===== config.mk =====
export PLATFORM = sky130hd
export DESIGN_NAME = inst_prefetch_queue
export DESIGN_NICKNAME = d
export VERILOG_FILES = /design/src/rtl/inst_prefetch_queue.sv
export SDC_FILE = /design/constraint.sdc
export NUM_CORES = 1
export LEC_CHECK = 0
export CAP_MARGIN = 5
export CORE_MARGIN = 2
export CORE_UTILIZATION = 49
export DETAILED_ROUTE_END_ITERATION = 6
export PLACE_DENSITY = 0.76
export RECOVER_POWER = 25
export SYNTH_ARGS = -nofsm -noshare
export SYNTH_HDL_FRONTEND = slang
export SYNTH_SLANG_ARGS = --single-unit

===== constraint.sdc =====
create_clock -name clk -period 2.5 [get_ports clk]
set_input_delay 0.375 -clock clk [delete_from_list [all_inputs] [get_ports clk]]
set_output_delay 0.375 -clock clk [all_outputs]
set_load 0.01 [all_outputs]

===== src/rtl/inst_prefetch_queue.sv =====
// inst_prefetch_queue: sequential instruction prefetcher between the local-store instruction port and decode
// Ports: clk, rst (sync, active-high); fetch_enable, redirect_valid/redirect_pc steer fetching;
// ls_req/ls_inst_addr issue word fetches, ls_stall blocks issue, ls_inst_in returns LS_LATENCY cycles later;
// dec_valid/dec_inst/dec_pc/dec_ready present the FIFO head to decode.
module inst_prefetch_queue #(
  parameter int DEPTH = 4,
  parameter int LS_LATENCY = 1,
  parameter int LS_ADDR_BITS = 18,
  parameter logic [31:0] RESET_PC = 32'h0
) (
  input  logic        clk,
  input  logic        rst,
  input  logic        fetch_enable,
  input  logic        redirect_valid,
  input  logic [31:0] redirect_pc,
  output logic        ls_req,
  output logic [31:0] ls_inst_addr,
  input  logic        ls_stall,
  input  logic [31:0] ls_inst_in,
  output logic        dec_valid,
  output logic [31:0] dec_inst,
  output logic [31:0] dec_pc,
  input  logic        dec_ready
);
  localparam int AW = $clog2(DEPTH);
  localparam logic [31:0] PC_MASK = (LS_ADDR_BITS >= 32) ? 32'hFFFF_FFFC :
                                    ((32'h1 << LS_ADDR_BITS) - 32'h1) & 32'hFFFF_FFFC;
  typedef enum logic [1:0] {IDLE, RUN, DRAIN} state_t;
  state_t state_q, state_d;
  logic [31:0] fetch_pc_q, fetch_pc_d;
  logic [LS_LATENCY-1:0] pipe_v_q, pipe_v_d;
  logic [LS_LATENCY-1:0][31:0] pipe_pc_q, pipe_pc_d;
  logic [DEPTH-1:0][31:0] inst_q, inst_d, pc_q, pc_d;
  logic [AW-1:0] head_q, head_d, tail_q, tail_d;
  logic [AW:0] count_q, count_d;
  logic [31:0] last_inst_q, last_inst_d, last_pc_q, last_pc_d;
  logic [31:0] inflight;
  logic push, pop;
  assign inflight = 32'($countones(pipe_v_q));
  // Credit covers both buffered and in-flight words so a return always finds a free slot.
  assign ls_req = (state_q == RUN) && !ls_stall && !redirect_valid &&
                  (32'(count_q) + inflight < 32'(DEPTH));
  assign ls_inst_addr = fetch_pc_q;
  assign dec_valid = count_q != '0;
  // When empty, decode sees the last popped word rather than stale storage.
  assign dec_inst = dec_valid ? inst_q[head_q] : last_inst_q;
  assign dec_pc = dec_valid ? pc_q[head_q] : last_pc_q;
  assign pop = dec_valid & dec_ready;
  assign push = pipe_v_q[LS_LATENCY-1] & !redirect_valid;
  always_comb begin
    state_d = state_q == IDLE ? (fetch_enable ? RUN : IDLE) :
              state_q == RUN  ? (fetch_enable ? RUN : DRAIN) :
              fetch_enable ? RUN : (inflight == 0 ? IDLE : DRAIN);
    fetch_pc_d = redirect_valid ? redirect_pc & PC_MASK :
                 ls_req ? (fetch_pc_q + 32'd4) & PC_MASK : fetch_pc_q;
    pipe_v_d = pipe_v_q;
    pipe_pc_d = pipe_pc_q;
    pipe_v_d[0] = ls_req;
    pipe_pc_d[0] = fetch_pc_q;
    for (int i = 1; i < LS_LATENCY; i++) begin
      pipe_v_d[i] = pipe_v_q[i-1];
      pipe_pc_d[i] = pipe_pc_q[i-1];
    end
    if (redirect_valid) pipe_v_d = '0;
    inst_d = inst_q;
    pc_d = pc_q;
    if (push) begin
      inst_d[tail_q] = ls_inst_in;
      pc_d[tail_q] = pipe_pc_q[LS_LATENCY-1];
    end
    head_d = redirect_valid ? '0 : pop ? head_q + AW'(1) : head_q;
    tail_d = redirect_valid ? '0 : push ? tail_q + AW'(1) : tail_q;
    count_d = redirect_valid ? '0 : count_q + (AW+1)'(push) - (AW+1)'(pop);
    last_inst_d = pop ? inst_q[head_q] : last_inst_q;
    last_pc_d = pop ? pc_q[head_q] : last_pc_q;
  end
  always_ff @(posedge clk) begin
    if (rst) begin
      state_q <= IDLE;
      fetch_pc_q <= RESET_PC & PC_MASK;
      pipe_v_q <= '0;
      head_q <= '0;
      tail_q <= '0;
      count_q <= '0;
      last_inst_q <= '0;
      last_pc_q <= '0;
    end else begin
      state_q <= state_d;
      fetch_pc_q <= fetch_pc_d;
      pipe_v_q <= pipe_v_d;
      head_q <= head_d;
      tail_q <= tail_d;
      count_q <= count_d;
      last_inst_q <= last_inst_d;
      last_pc_q <= last_pc_d;
    end
  end
  always_ff @(posedge clk) begin
    pipe_pc_q <= pipe_pc_d;
    inst_q <= inst_d;
    pc_q <= pc_d;
  end
endmodule


==> results_dict.tcl, run 1 <==
set metrics [dict create \
    synth_fa_ha_area_frac 0.0107 \
    final_cell_mix "edfxtp_1 (192), nand2_1 (108), dfxtp_1 (86), a21oi_1 (51), buf_4 (49)" \
    antenna_found_initial 1 \
    port-buffer-count 119 \
    yosysTopAreaCell "edfxtp_1" \
    path_clk_slew_ps 60 \
    peakVddDrop_mv 0.359 \
    die_area_mm2 0.0242 \
    htree_levels 1 \
    max_stage_delay_ps 520 \
    dp_slack_ps 156 \
    hold_depth 0 \
    fin_worst_skew_ps 16.0 \
    routedWlPerCell_um 18.8 \
    critPathMaxFanout 5 \
    coreArea_mm2 0.0226 \
    vias_per_cell 5.40 \
    leakage_nw 5.01 \
    rsz0062_at_grt "yes" \
    grt-ovfl-total 0 \
    postSynthAreaPerCell_um2 14.8 \
    grt_pass1_wl_um 36100 \
    ys.flop_type "edfxtp_1" \
    worst_pin_slew_ps 872 \
    drcViolationCount 0 \
    cp_cell_sequence "buf_12 > buf_12 > buf_16 > mux4_2 > mux2_4 > buf_6" \
    nNetsFinal 1014 \
    final_util 0.639 \
    clk_latency_ps 530 \
    wirelength_um 23400 \
    rr_worst_depth 14 \
    slew_violations 0 \
    crit_slowest_cell "mux4_2" \
    placementRows 55 \
    area_growth_pct 28.4 \
    final-hold-violation-count 0 \
    cts_made_buffers 28 \
    critPathKind "reg -> out" \
    p_per_area_mw_per_mm2 660 \
    first_global_vias 6747 \
    ant_nets 0 \
    critPathCaptureType "output pin" \
    cts_tree "built" \
    synth_xor_area_frac 0.00312 \
    synth_area_mm2 0.0112 \
    yosysTopAreaCellShare 0.513 \
    min_path_type "reg -> reg" \
    dpl.hpwl_um 13800 \
    worstPathRequired_ps 2120 \
    cp-start-kind "register" \
    drive_above_1_share 0.287 \
    drt_iter0_markers 362 \
    syn_inst 758 \
    power_mw 9.53 \
    r2r_slack_ps 180 \
    start_util 0.498 \
    timing.final.ws_setup_ps -84.1 \
    gp_congestion 0.801 \
    drt_pass1_iterations 4 \
    root_buffer "clkbuf_16" \
    cp_data_arrival_time_ps 2210 \
    clock-sinks 282 \
    fill_cells 1651 \
    track_usage 0.191 \
    final_common_cell "edfxtp_1" \
    yosysWarnings 0 \
    synth_edf_count 192 \
    ys_ff_latch 282 \
    fin_crit_ps 2580 \
    synth_top_family_by_area "multiplexers" \
    dr_total_vias 6717 \
    clk_path_buf_depth 3 \
    synth_simple_gate_area_frac 0.0808 \
    die_x_um 155 \
    status "complete, but fails checks" \
    maxCapViolations 0 \
    grt_max_degree 51 \
    cpMostUsedCell "buf_12" \
    cts_hold_buf 0 \
    yosysSeqAreaShare 0.673 \
    hold-path-endpoint "pipe_pc_q[17]" \
    crit-reg2reg-launch "count_q[1]" \
    synthTopCellsByArea "edfxtp_1 (51%), dfxtp_1 (16%), mux4_2 (9.6%)" \
    min-delay-start "ls_inst_addr[17]" \
    finalCritPeriodShare 1.03 \
    synth-compound-area-share 0.0442 \
    synthMuxAreaShare 0.145 \
    violations "setup timing" \
    hold_ws_ps 404 \
    synth_async_sr_flop_share 0 \
    max-slew-margin-rel 0.419 \
    ys_types 48 \
    die_y_um 155 \
    max_freq_ghz 0.387 \
    setup_viol 10 \
    reg2reg_to "pipe_v_q" \
    pin_count 168 \
]
worst max-delay path: cells and delay by family (launching register included):
kind | cells | cell delay, ps
muxes | 2 | 800
buffers and inverters | 4 | 510
DFF | 1 | 380
flip-flops by register name (all words and copies together), names as in the netlist:
register and flops:
inst_q 128, head_q 2, pipe_v_q 1, last_pc_q 16, pipe_pc_q 16, tail_q 2, state_q 2, pc_q 64
count_q 3, last_inst_q 32, ls_inst_addr 16
where the power goes:
part	leakage [nW]	total [mW]	switching (mW)	internal, mW
clock network	0.447	4.08	1.64	2.44
logic	2.09	0.367	0.178	0.189
registers	2.47	5.08	0.0523	5.03
total	5.01	9.53	1.87	7.66
cell families after synthesis:
kind of cell,after synthesis
flip-flops,282
adder cells (fa/ha/maj),9
AND/OR/NAND/NOR,194
multiplexers,97
AO/OA/AOI/OAI,83
buffers and inverters,88
other,1
XOR/XNOR,4
layout make-up:
type                            count  area (µm²)  area share
Tap cell                          285         357      0.0247
Clock buffer                       42         815      0.0565
Inverter                           11        41.3     0.00286
Antenna cell                        1        2.50    0.000173
Sequential cell                   282        7580       0.525
Clock inverter                     10        95.1     0.00659
Timing Repair Buffer              193        2040       0.141
Multi-Input combinational cell    419        3500       0.243
stage by stage:
step	setup TNS, ps	cells	cell area (µm²)
after floorplan	0	789	11400
after global placement	0	1156	12900
after detailed placement	0	1156	12900
after CTS	-1500	1238	14400
after global routing	-1940	1243	14400
final	-616	1243	14400
cells in the mapped netlist, types with 2 or more instances:
master     count
mux2_2        48
a21oi_1       51
mux4_2        48
and4_1         4
nand2_1      109
nor4_1         2
and3_1         4
buf_4         32
ha_1           8
nor3_1         2
nand4_1        4
clkbuf_1      24
nor2_1        27
o31ai_1        5
edfxtp_1     192
nor3b_1        3
buf_2         13
nand3_1       10
nand2b_1       2
nor2b_1        4
a311oi_1      10
buf_1          7
or4_1          6
or3_1          6
and2_1         5
xnor2_1        3
dfxtp_1       90
o21ai_0        8
a2111oi_0      3
inv_1         10
routing by layer:
layer / routed length (µm) / track usage / vias to the layer above / part of all wire
met4: 359 / 0.0454 / 0 / 0.015
met5: 0 / 0 / - / 0
li1: - / - / 3133 / -
met3: 1190 / 0.0259 / 27 / 0.051
met1: 9670 / 0.248 / 3353 / 0.41
met2: 12200 / 0.343 / 204 / 0.52
worst max-delay path by stage:
stage	startpoint	endpoint	depth (start not counted)
after floorplan	count_q[1]	count_q[2]	12
after global placement	redirect_valid	count_q[2]	10
after detailed placement	redirect_valid	count_q[2]	10
after CTS	head_q[0]	dec_pc[16]	6
after global routing	head_q[0]	dec_inst[11]	6
final	head_q[0]	dec_inst[11]	6
timing repair:
action                                  in CTS  in global routing
hold endpoints to repair                     0                  0
resized for setup                          276                 25
pin swaps                                    2                  2
endpoints found under the setup margin      49                 50
gates cloned                                 5                  0
buffers inserted                            25                  8
(Power assumes the default switching activity.)
==> run 2, diff against run 1 <==
- CORE_MARGIN: 2 -> not set
==> run 2 against run 1 <==
The run still ends with setup timing left. Hold slack worse by 1.9 ps. Clock skew is 6.3 ps lower. Power is 1.6% higher. Routed wire length is 0.96% lower. Final cell count is 2.3% lower. Core utilization is 0.69 points lower. Die area is 2.6% lower. Design area is 1.1% lower. Setup slack better by 68 ps.
==> results_dict.tcl, run 2 (same netlist as run 1, synthesis figures left out) <==
set metrics [dict create \
    dpl_cell_area_mm2 0.0129 \
    drt_pass1_iterations 5 \
    port-buffer-count 119 \
    max-slew-margin-rel 0.547 \
    clk_path_buf_depth 3 \
    placementRows 55 \
    path_clk_slew_ps 60 \
    multi_input_area_mm2 0.00347 \
    grt_pass1_wl_um 36600 \
    die_x_um 153 \
    critPathTopFamily "multiplexers" \
    status "complete, but fails checks" \
    ant_nets 0 \
    max_stage_delay_ps 520 \
    critPathBufInv 3 \
    dpl.hpwl_um 13700 \
    vias_per_cell 5.44 \
    worstPathRequired_ps 2120 \
    min_path_type "reg -> reg" \
    clock-sinks 282 \
    cp_data_arrival_time_ps 2140 \
    area_growth_pct 27.0 \
    stdcell_area_mm2 0.0143 \
    start_util 0.498 \
    final_util 0.632 \
    fin_crit_ps 2520 \
    slew_violations 0 \
    critPathCaptureType "output pin" \
    fill_cells 1630 \
    critPathMaxFanout 7 \
    finalCritPeriodShare 1.01 \
    p_per_area_mw_per_mm2 678 \
    largest_reg_flops 128 \
    cpMostUsedCell "buf_12" \
    die_area_mm2 0.0235 \
    top_regs "inst_q (128), pc_q (64), last_inst_q (32)" \
    peakVddDrop_mv 0.321 \
    fin_cells 1214 \
    r2r_slack_ps 310 \
    drt_iter0_markers 453 \
    critPathKind "reg -> out" \
    die_y_um 153 \
    drive_above_1_share 0.276 \
    worst_pin_slew_ps 680 \
    cts_hold_buf 0 \
    grt_max_degree 51 \
    clk_latency_ps 520 \
    final_common_cell "edfxtp_1" \
    track_usage 0.200 \
    routedWlPerCell_um 19.1 \
    dp.cells 1145 \
    antenna_found_initial 1 \
    cp_cell_sequence "buf_12 > buf_12 > mux4_2 > mux2_4 > buf_6" \
    drcViolationCount 0 \
    wirelength_um 23200 \
    max_freq_ghz 0.397 \
    grt-ovfl-total 0 \
    crit_slowest_cell "mux4_2" \
    setup_viol 13 \
    critPathCapture "dec_inst[26]" \
    nNetsFinal 985 \
    gp_congestion 0.804 \
    dr_total_vias 6606 \
    root_buffer "clkbuf_16" \
    pin_count 168 \
    leakage_nw 4.90 \
    cp-start-kind "register" \
    reg2reg_to "ls_inst_addr[5]" \
    cts_tree "built" \
    violations "setup timing" \
    final_cell_mix "edfxtp_1 (192), nand2_1 (108), dfxtp_1 (88), a21oi_1 (51), mux4_2 (48)" \
    maxCapViolations 0 \
    power_mw 9.68 \
    timing.final.ws_setup_ps -16.3 \
    critPathLaunch "head_q[0]" \
    cts_made_buffers 28 \
    crit-reg2reg-launch "count_q[1]" \
    first_global_vias 6661 \
    htree_levels 1 \
    fin_worst_skew_ps 9.62 \
    top_register "inst_q" \
    final-hold-violation-count 0 \
    rsz0062_at_grt "yes" \
    rr_worst_depth 6 \
    hold_depth 0 \
    hold_ws_ps 402 \
    worst-path-stages 5 \
    seq_area_mm2 0.00757 \
    coreArea_mm2 0.0226 \
]
## run 2: what timing repair did
item / CTS / global route
pin swaps: 2 / 3
gates resized for setup: 258 / 20
cloned: 5 / 0
endpoints found under the setup margin: 50 / 49
setup buffers: 7 / 6
## run 2: worst min-delay path by stage
stage / from / endpoint / slack (ps)
2_1_floorplan: ls_inst_addr[15] / pipe_pc_q[15] / 400
3_3_place_gp: ls_inst_addr[7] / pipe_pc_q[7] / 390
3_5_place_dp: ls_inst_addr[7] / pipe_pc_q[7] / 390
4_1_cts: rst / last_inst_q[2] / 400
5_1_grt: ls_inst_addr[7] / pipe_pc_q[7] / 420
6_report: ls_inst_addr[17] / pipe_pc_q[17] / 400
## run 2: power breakdown
group	total [mW]	switching [mW]	internal (mW)
combinational	0.363	0.177	0.186
sequential	5.08	0.0557	5.03
clock	4.23	1.71	2.53
## run 2: layout make-up
cell class,instances,share of cell area
Clock inverter,16,0.00806
Antenna cell,1,0.000175
Clock buffer,36,0.0600
Sequential cell,282,0.531
Inverter,11,0.00289
Tap cell,285,0.0250
Multi-Input combinational cell,419,0.243
Timing Repair Buffer,164,0.130
## run 2: metal layers
metal  up-vias  routed length [µm]  GRT usage  part of all wire
li1       3081                   -          -                 -
met1      3307                9890      0.267              0.43
met4         0                 363     0.0476             0.016
met2       188               11900      0.348              0.52
met5         -                   0          0                 0
met3        30                 955     0.0258             0.041
## run 2: stage by stage
stage / setup slack [ps] / TNS, ps
2_1_floorplan: 111 / 0
3_3_place_gp: 181 / 0
3_5_place_dp: 161 / 0
4_1_cts: -103 / -1680
5_1_grt: -91.8 / -2900
6_report: -16.3 / -92.3
